## config.mk

```make
export PLATFORM = sky130hd
export DESIGN_NAME = bcd_serial_converter
export DESIGN_NICKNAME = d
export VERILOG_FILES = /design/src/rtl/bcd_serial_converter.sv
export SDC_FILE = /design/constraint.sdc
export NUM_CORES = 1
export LEC_CHECK = 0
export CAP_MARGIN = 20
export CORE_MARGIN = 2
export CORE_UTILIZATION = 55
export CTS_CLUSTER_SIZE = 25
export DETAILED_ROUTE_END_ITERATION = 7
export PLACE_DENSITY = 0.79
export SYNTH_ARGS = -nofsm -noshare
export SYNTH_HDL_FRONTEND = slang
export SYNTH_SLANG_ARGS = --single-unit
```

## constraint.sdc

```tcl
create_clock -name clock -period 1.9 [get_ports clock]
set_clock_uncertainty 0.2 [all_clocks]
set_input_delay 0.19 -clock clock [delete_from_list [all_inputs] [get_ports clock]]
set_output_delay 0.19 -clock clock [all_outputs]
set_load 0.02 [all_outputs]
```

## src/rtl/bcd_serial_converter.sv

```systemverilog
// Serial binary-to-BCD converter (shift-add-3, one bit per clock) feeding the
// four-digit 7-segment decoders with registered digits, sign and overflow flags.
module bcd_serial_converter #(
   parameter int WIDTH   = 16,
   parameter bit SAT_OVF = 1'b1
) (
   input  logic             clock,
   input  logic             reset,
   input  logic             start,
   input  logic [WIDTH-1:0] value,
   input  logic             signed_mode,
   output logic             busy,
   output logic             done,
   output logic             neg,
   output logic             ovf,
   output logic [3:0]       thousand,
   output logic [3:0]       hundred,
   output logic [3:0]       ten,
   output logic [3:0]       one
);

   localparam int BCD_W = 20;
   localparam int CNT_W = $clog2(WIDTH + 1);

   typedef enum logic [1:0] {IDLE, CONVERT, FINISH} state_t;

   state_t           state;
   logic [BCD_W-1:0] bcd;
   logic [BCD_W-1:0] bcd_adj;
   logic [WIDTH-1:0] mag;
   logic [CNT_W-1:0] cnt;
   logic             neg_l;
   logic             value_neg;

   function automatic logic [BCD_W-1:0] add3_nibbles(input logic [BCD_W-1:0] acc);
      logic [BCD_W-1:0] res;
      res = acc;
      for (int n = 0; n < BCD_W / 4; n++) begin
         if (acc[n*4 +: 4] >= 4'd5)
            res[n*4 +: 4] = acc[n*4 +: 4] + 4'd3;
      end
      return res;
   endfunction

   // Ten-thousands nibble non-zero means the magnitude exceeds four digits.
   function automatic logic [15:0] select_digits(input logic [BCD_W-1:0] acc);
      if ((acc[19:16] != 4'd0) && SAT_OVF)
         return 16'h9999;
      else
         return acc[15:0];
   endfunction

   always_comb begin
      bcd_adj   = add3_nibbles(bcd);
      value_neg = signed_mode & value[WIDTH-1];
   end

   always_ff @(posedge clock) begin
      if (!reset) begin
         state    <= IDLE;
         busy     <= 1'b0;
         done     <= 1'b0;
         neg      <= 1'b0;
         ovf      <= 1'b0;
         thousand <= 4'd0;
         hundred  <= 4'd0;
         ten      <= 4'd0;
         one      <= 4'd0;
         bcd      <= '0;
         mag      <= '0;
         cnt      <= '0;
         neg_l    <= 1'b0;
      end else begin
         case (state)
            IDLE: begin
               done <= 1'b0;
               if (start) begin
                  neg_l <= value_neg;
                  mag   <= value_neg ? (~value + WIDTH'(1)) : value;
                  bcd   <= '0;
                  cnt   <= CNT_W'(WIDTH);
                  busy  <= 1'b1;
                  state <= CONVERT;
               end
            end
            CONVERT: begin
               bcd <= BCD_W'({bcd_adj, mag[WIDTH-1]});
               mag <= mag << 1;
               cnt <= cnt - CNT_W'(1);
               if (cnt == CNT_W'(1))
                  state <= FINISH;
            end
            FINISH: begin
               ovf <= (bcd[19:16] != 4'd0);
               {thousand, hundred, ten, one} <= select_digits(bcd);
               neg   <= neg_l;
               done  <= 1'b1;
               busy  <= 1'b0;
               state <= IDLE;
            end
            default: state <= IDLE;
         endcase
      end
   end

endmodule

```

==> impl_metrics.tcl <==
set metrics [dict create \
    status "finished clean" \
    gp_congestion 0.836 \
    grt_max_degree 17 \
    cts_tree "built" \
    holdPathStages 4 \
    antenna_cells 0 \
    synthArstFlopShare_pct 0 \
    drtIter0Drc 186 \
    nNetsFinal 455 \
    cts_root_buffer "clkbuf_8" \
    clk_latency_ns 0.35 \
    critPathCaptureType "flip-flop" \
    num_rows 27 \
    yosys.area.top_type "dfxtp_1" \
    die_area_um2 6340 \
    die-height_um 79.6 \
    r2r_cells 4 \
    drc 0 \
    port_buffers 39 \
    chipWidth_um 79.6 \
    clock_sinks 64 \
    max_freq_mhz 546 \
    grt_pass1_vias 2878 \
    syn_nets 387 \
    synth_cells 353 \
    core_area_um2 5510 \
    drv_slew 0 \
    avgViaCountPerCell 5.78 \
    dp_cells 482 \
    vdd_ir_drop_max_mv 0.464 \
    stdcell_count 498 \
    io_pins 40 \
    fin_util_pct 74.8 \
    finalCriticalPeriod_ns 1.83 \
    h-tree-depth 3 \
    synth.distinct_cells 53 \
    crit_type "flip-flop to flip-flop" \
    avgRoutedWirePerCell_um 15.2 \
    cts-buffers-inserted 9 \
    synth_top_area_share_pct 40.7 \
    min_from "value[10]" \
    post_cts.repair.setup_buffers 0 \
    path_clk_slew_ns 0.07 \
    hold_class "input pin to flip-flop" \
    yosys_most_used_dff "dfxtp_1" \
    clock_path_buffers 2 \
    power_mw 3.33 \
    crit_arrival_ns 1.88 \
    gr-total-overflow 0 \
    rsz0062_at_grt "no" \
    seq_area_frac_synth_pct 40.7 \
    path_max_fanout 11 \
    ant_nets 0 \
    dr.pass1.iters 4 \
    num_vias 2876 \
    ys_ff_latch 64 \
    finalHoldViolations 0 \
    start_util_pct 57.1 \
    worst_slew_pin_slew_ns 0.442 \
    drv_cap 0 \
    setup_viol 0 \
    post-route-period-util_pct 96.5 \
    synthToLayoutAreaGrowth_pct 30.9 \
    synthesis.area_um2 3140 \
    drive_above_1_share_pct 17.4 \
    crit_start "state[1]" \
    antenna_found_initial 0 \
    syn_avg_cell_area_um2 8.91 \
    slew_headroom_pct 70.5 \
    hpwl_um 5510 \
    p_leak_nw 1.54 \
    grt_usage_pct 26.5 \
    num-fill-cells 399 \
    synthMostInstantiatedCell "dfxtp_1" \
    p_per_area_nw_per_um2 810 \
    routed_wl_um 7580 \
    yosysWarningCount 0 \
    r2r_start "state[1]" \
    synth_area_leaders "dfxtp_1 41%, ha_1 5.6%, a21oi_1 4.8%" \
    grt_pass1_wl_um 12900 \
    synth-edff-count 0 \
    required_ns 1.94 \
    critPathLaunchType "flip-flop" \
    ys_top_cells_by_count "64 x dfxtp_1, 30 x a21oi_1, 27 x nand2_1, 18 x o21ai_1, 17 x nor2_1" \
]
-- worst max-delay path, cell delays in order (launching register included) --
cell     delay, ns
dfxtp_1       0.35
buf_4         0.17
nor2b_1       0.34
nand2_1       0.38
nor4_1        0.29
-- sequential cells by signal, indices dropped and copies added (netlist names), 2 cells and up --
name      flops
bcd          20
mag          16
cnt           5
hundred       4
one           4
ten           4
thousand      4
state         2
-- layout make-up --
cell class | count | area (um^2) | share of cell area [%]
Timing Repair Buffer | 76 | 671 | 16.3
Inverter | 16 | 60.1 | 1.46
Sequential cell | 64 | 1280 | 31.1
Multi-Input combinational cell | 254 | 1760 | 42.8
Clock inverter | 5 | 103 | 2.49
Clock buffer | 11 | 151 | 3.68
Tap cell | 72 | 90.1 | 2.19
-- path summary, 6_finish.rpt --
path              slack (ns)  endpoint
setup / recovery        0.07  state[1]
hold / removal          0.11   mag[13]
setup reg to reg        0.07  state[1]
hold reg to reg         0.24   bcd[17]
-- per-layer routing --
layer / vias to the layer above / wire length (um) / GRT usage, %
met3: 19 / 352 / 8.37
li1: 1423 / - / -
met5: - / 0 / 0
met4: 0 / 178 / 12.8
met2: 84 / 3860 / 47.1
met1: 1350 / 3190 / 28.3
-- power by group --
group	switching, mW	leakage (nW)	internal (mW)
combinational	0.227	0.894	0.203
clock	0.534	0.126	0.940
sequential	0.0359	0.520	1.39
-- cell families after synthesis --
group | synth area share [%]
AND/OR/NAND/NOR | 18.9
AO/OA/AOI/OAI | 22.1
flip-flops | 40.7
buffers and inverters | 4.38
XOR/XNOR | 5.85
adder cells (fa/ha/maj) | 5.57
multiplexers | 2.47
-- per-stage QoR --
stage	area (um^2)	TNS, ns	hold slack, ns	setup WS (ns)
6_report	4120	0	0.106	0.0671
5_1_grt	4120	0	0.134	0.00898
4_1_cts	4080	0	0.248	0.0342
3_5_place_dp	3820	-2.04	0.239	-0.305
3_3_place_gp	3820	-1.38	0.236	-0.211
2_1_floorplan	3140	0	0.113	0.248
-- cell usage in the layout (no fill, tap or decap), types with 3 or more instances in the layout --
cell type / Yosys / final
nand2_1: 27 / 27
clkdlybuf4s50_1: 0 / 38
bufinv_16: 0 / 3
a22oi_1: 4 / 4
inv_1: 15 / 15
nor4_1: 3 / 3
xor2_1: 10 / 10
ha_1: 14 / 14
xnor2_1: 11 / 11
nand2b_1: 8 / 8
o21ai_1: 18 / 18
o22ai_1: 11 / 11
or3_1: 7 / 7
a21oi_1: 30 / 26
clkbuf_8: 0 / 11
a22o_1: 8 / 8
mux2_2: 6 / 6
and2_1: 3 / 3
and3_1: 6 / 6
o221a_1: 8 / 8
nor2_1: 17 / 17
nand3b_1: 4 / 4
buf_4: 0 / 37
a21oi_2: 0 / 4
nor2b_1: 3 / 3
a31oi_1: 4 / 4
dfxtp_1: 64 / 64
o21ai_0: 4 / 4
nor3_1: 8 / 8
nand3_1: 11 / 11
-- what timing repair did --
| item | CTS | global route |
|---|---|---|
| endpoints found under the setup margin | 0 | 13 |
| hold buffers | 0 | 0 |
| resized for setup | 0 | 8 |
Note: power is estimated with default switching activity, not from simulation.
